===== src/rtl/regaccess_master.sv =====
// regaccess_master: SPI mode-0 initiator issuing one 16-bit frame
// {rw, regnum[6:0], data[7:0]} per request to the register-access slave.
// Read data is taken from the 8 miso bits sampled during the data byte.
module regaccess_master #(
   parameter int unsigned CLK_DIV  = 4,
   parameter int unsigned SS_SETUP = 2,
   parameter int unsigned SS_HOLD  = 2,
   parameter int unsigned SS_IDLE  = 2
) (
   input  logic       clk,
   input  logic       rst,
   input  logic       start,
   input  logic       rw,
   input  logic [6:0] regnum,
   input  logic [7:0] wdata,
   output logic       busy,
   output logic       done,
   output logic [7:0] rdata,
   output logic       ss,
   output logic       sclk,
   output logic       mosi,
   input  logic       miso
);

   localparam int unsigned M1   = (CLK_DIV > SS_SETUP) ? CLK_DIV : SS_SETUP;
   localparam int unsigned M2   = (SS_HOLD > SS_IDLE) ? SS_HOLD : SS_IDLE;
   localparam int unsigned MAXC = (M1 > M2) ? M1 : M2;
   localparam int unsigned CW   = $clog2(MAXC + 1);

   localparam logic [CW-1:0] SETUP_LAST = CW'(SS_SETUP - 1);
   localparam logic [CW-1:0] DIV_LAST   = CW'(CLK_DIV - 1);
   localparam logic [CW-1:0] HOLD_LAST  = CW'(SS_HOLD - 1);
   localparam logic [CW-1:0] IDLE_LAST  = CW'(SS_IDLE - 1);

   typedef enum logic [2:0] {
      S_IDLE,
      S_SETUP,
      S_SHIFT,
      S_HOLD,
      S_DONE,
      S_GAP
   } state_t;

   state_t          state;
   logic [CW-1:0]   cnt;
   logic [3:0]      bit_cnt;
   logic [15:0]     tx;
   logic [7:0]      rx;
   logic            rw_q;

   // Frame sequencer: all SPI pins, busy, done and rdata are registered here.
   always_ff @(posedge clk) begin
      if (rst) begin
         state   <= S_IDLE;
         cnt     <= '0;
         bit_cnt <= '0;
         tx      <= '0;
         rx      <= '0;
         rw_q    <= 1'b0;
         busy    <= 1'b0;
         done    <= 1'b0;
         rdata   <= '0;
         ss      <= 1'b1;
         sclk    <= 1'b0;
         mosi    <= 1'b0;
      end else begin
         done <= 1'b0;
         case (state)
            S_IDLE: begin
               ss   <= 1'b1;
               sclk <= 1'b0;
               if (start) begin
                  tx      <= {rw, regnum, (rw ? wdata : 8'h00)};
                  rw_q    <= rw;
                  mosi    <= rw;
                  busy    <= 1'b1;
                  ss      <= 1'b0;
                  cnt     <= '0;
                  bit_cnt <= '0;
                  state   <= S_SETUP;
               end
            end
            S_SETUP: begin
               if (cnt == SETUP_LAST) begin
                  cnt   <= '0;
                  state <= S_SHIFT;
               end else begin
                  cnt <= cnt + CW'(1);
               end
            end
            S_SHIFT: begin
               if (cnt == DIV_LAST) begin
                  cnt <= '0;
                  if (!sclk) begin
                     // rising edge: sample miso; the last 8 samples are the data byte
                     sclk <= 1'b1;
                     rx   <= {rx[6:0], miso};
                  end else begin
                     sclk <= 1'b0;
                     if (bit_cnt == 4'd15) begin
                        state <= S_HOLD;
                     end else begin
                        bit_cnt <= bit_cnt + 4'd1;
                        tx      <= {tx[14:0], 1'b0};
                        mosi    <= tx[14];
                     end
                  end
               end else begin
                  cnt <= cnt + CW'(1);
               end
            end
            S_HOLD: begin
               if (cnt == HOLD_LAST) begin
                  ss    <= 1'b1;
                  done  <= 1'b1;
                  if (!rw_q) begin
                     rdata <= rx;
                  end
                  state <= S_DONE;
               end else begin
                  cnt <= cnt + CW'(1);
               end
            end
            S_DONE: begin
               // the DONE cycle is the first of the SS_IDLE gap cycles
               if (SS_IDLE == 1) begin
                  busy  <= 1'b0;
                  mosi  <= 1'b0;
                  state <= S_IDLE;
               end else begin
                  cnt   <= CW'(1);
                  state <= S_GAP;
               end
            end
            S_GAP: begin
               if (cnt == IDLE_LAST) begin
                  busy  <= 1'b0;
                  mosi  <= 1'b0;
                  state <= S_IDLE;
               end else begin
                  cnt <= cnt + CW'(1);
               end
            end
            default: begin
               state <= S_IDLE;
               busy  <= 1'b0;
               ss    <= 1'b1;
               sclk  <= 1'b0;
               mosi  <= 1'b0;
            end
         endcase
      end
   end

endmodule

===== config.mk =====
export PLATFORM = sky130hd
export DESIGN_NAME = regaccess_master
export DESIGN_NICKNAME = d
export VERILOG_FILES = /design/src/rtl/regaccess_master.sv
export SDC_FILE = /design/constraint.sdc
export NUM_CORES = 1
export LEC_CHECK = 0
export CORE_MARGIN = 10
export CORE_UTILIZATION = 58
export CTS_BUF_LIST = sky130_fd_sc_hd__clkbuf_4 sky130_fd_sc_hd__clkbuf_8 sky130_fd_sc_hd__clkbuf_16
export CTS_CLUSTER_DIAMETER = 100
export CTS_CLUSTER_SIZE = 20
export DETAILED_ROUTE_END_ITERATION = 12
export PLACE_DENSITY = 0.88
export SLEW_MARGIN = 30
export SYNTH_ARGS = -nofsm -noshare
export SYNTH_HDL_FRONTEND = slang
export SYNTH_SLANG_ARGS = --single-unit
export TNS_END_PERCENT = 50

===== constraint.sdc =====
create_clock -name clk -period 5.2 [get_ports clk]
set_input_delay 0.78 -clock clk [delete_from_list [all_inputs] [get_ports clk]]
set_output_delay 0.78 -clock clk [all_outputs]
set_load 0.02 [all_outputs]

==> impl_metrics.ini <==
[status]
outcome = finished, final reports clean

[yosys]
synth.top_cell.area_share_pct = 41.4
synth-edff-count = 0
synth_area_leaders = dfxtp_1 41%, mux2i_1 11%, a21oi_1 4.8%, a211oi_1 4.6%, nor2_1 4.0%
syn_nets = 263
synth_commonest_cells = 47 x dfxtp_1, 26 x mux2i_1, 24 x nor2_1
synth_cells = 238
yosys.area.top_type = dfxtp_1
yosysSeqAreaShare_pct = 41.4
synth_flop_cell = dfxtp_1
syn_area_per_cell_um2 = 9.56
syn_area_um2 = 2270
synth_cell_type_count = 54
synth_most_common_cell = dfxtp_1
yosysWarnings = 0
ys_seq_elements = 47
async_flop_share_pct = 0

[final_layout]
multi_input_area_um2 = 1170
fin_cells = 310
fillerInstances = 297
insertedDiodeCount = 0
area_delta_synth_final_pct = 15.5
final_nets = 286
drive_gt1_share_pct = 8.78
seqCellArea_um2 = 941
design_area_um2 = 2630

[place]
dp.cells = 302
dp_hpwl_um = 3190
place_congestion = 0.790
place_area_um2 = 2540
port_buffers = 32

[floorplan]
dieHeight_um = 82.6
die_area_um2 = 6830
num_rows = 22
io_pins = 33
core-area_um2 = 3720
die_w_um = 82.6
start_util_pct = 61.2

[setup_path]
startpoint_type = register
cp_max_fo = 27
critPathArrivalTime_ns = 2.57
path_class = register to register
crit_required_ns = 5.43
end_kind = register

[sta]
tightest_slew_ns = 0.754
finalHoldViolCount = 0
setup_viol = 0
fmax_mhz = 427
fin_crit_sh_pct = 45.0
tns_ns = 0
layout_min_cycle_time_ns = 2.34
relSlewSlack_pct = 49.7
rsz0062_at_grt = no
skew_ns = 0.00997
hold-worst-slack_ns = 0.487
maxSlewViolCount = 0

[run]
cap_violations = 0

[clocking]
numCtsBuffers = 5
post_cts_buffers = 0
cts_resized = 0
cts_max_path_buffers = 2
cts_tree = yes
ctsHoldBuffers = 0
clk_latency_ns = 0.32
clk_pin_slew_worst_paths_ns = 0.09
clock-sinks = 47
cts_max_level = 2
cts_root_buffer = clkbuf_8

[routing]
routed_via_density = 5.96
vias = 1848
wl_per_cell_um = 15.7
drt-total-wl_um = 4870
met2_wirelength_um = 2300
drt-met1-wl_um = 2100
met3_wirelength_um = 309
antenna_left = 0
drt-pass1-iter-count = 4
highest_layer = met4
drtIter0Drc = 183
post-route-drc-count = 0

[power_and_ir_drop]
powerDensity_nw_per_um2 = 276
vdd_drop_max_uv = 271
p_leak_nw = 1.04
power_w = 0.000724

[global_routing]
grt_pass1_wl_um = 8220
antenna_found_initial = 0
grt_pass1_vias = 1768
grt_max_degree = 48
grt_overflow = 0
track_usage_pct = 15.4

[worst_hold_path]
hold_path_class = register to register
[routing by layer]
layer | global-route usage (%) | vias up
li1 | - | 911
met1 | 19.3 | 859
met2 | 23.1 | 65
met3 | 4.75 | 13
met4 | 8.70 | 0
met5 | 0 | -
[cell usage in the layout, fill, tap and decap left out, drive strengths merged, types with 8 or more instances in the layout]
| master | instances |
|---|---|
| dfxtp | 47 |
| clkdlybuf4s50 | 32 |
| mux2i | 26 |
| nor2 | 26 |
| a21oi | 23 |
| a211oi | 14 |
| inv | 9 |
| o21ai | 9 |
| a22oi | 8 |
[logic make-up (layout without fill, tap and decap cells)]
group	after synthesis	in the layout	share of synthesized area, %
mux	26	26	11.4
fa+ha+maj	5	5	2.75
xor+xnor	1	1	0.385
compound gates	70	70	21.4
simple gates	62	62	15.3
flops	47	47	41.4
buf+inv	27	51	7.31
[final timing paths]
path	start	endpoint	slack (ns)	cells past startpoint
setup / recovery	state[1]	tx[9]	2.86	5
hold / removal	tx[0]	tx[0]	0.49	2
setup reg to reg	state[1]	tx[9]	2.86	5
hold reg to reg	tx[0]	tx[0]	0.49	2
[layout make-up]
class	count	share of cell area, %
Multi-Input combinational cell	164	44.4
Clock inverter	3	0.762
Timing Repair Buffer	34	12.8
Inverter	9	1.29
Clock buffer	5	2.62
Tap cell	48	2.29
Sequential cell	47	35.8
[per-stage QoR]
step | util [%] | setup slack (ns)
final | 70.7 | 2.86
after global routing | 70.7 | 2.64
after CTS | 70.7 | 2.84
after detailed placement | 68.3 | 2.72
after global placement | 68.3 | 2.77
after floorplan | - | 3.48
[registers in the layout, summed over array words and instances (netlist names)]
register  count
bit_cnt       4
tx           15
busy          1
sclk          1
rx            8
mosi          1
state         3
ss            1
rdata         8
done          1
cnt           3
rw_q          1
[worst max-delay path: stages (launching register included)]
cell and delay [ns]:
dfxtp_1 0.67, buf_4 0.42, nand3_1 0.22, o21ai_2 0.52
a21oi_1 0.15, a211oi_1 0.26
[power breakdown]
| part | internal [W] | switching, W | leakage, nW | total, W |
|---|---|---|---|---|
| sequential | 0.000377 | 0.0000153 | 0.383 | 0.000392 |
| combinational | 0.0000496 | 0.0000549 | 0.617 | 0.000105 |
| clock | 0.0000937 | 0.000134 | 0.0402 | 0.000227 |
Note: power is estimated with default switching activity, not from simulation.
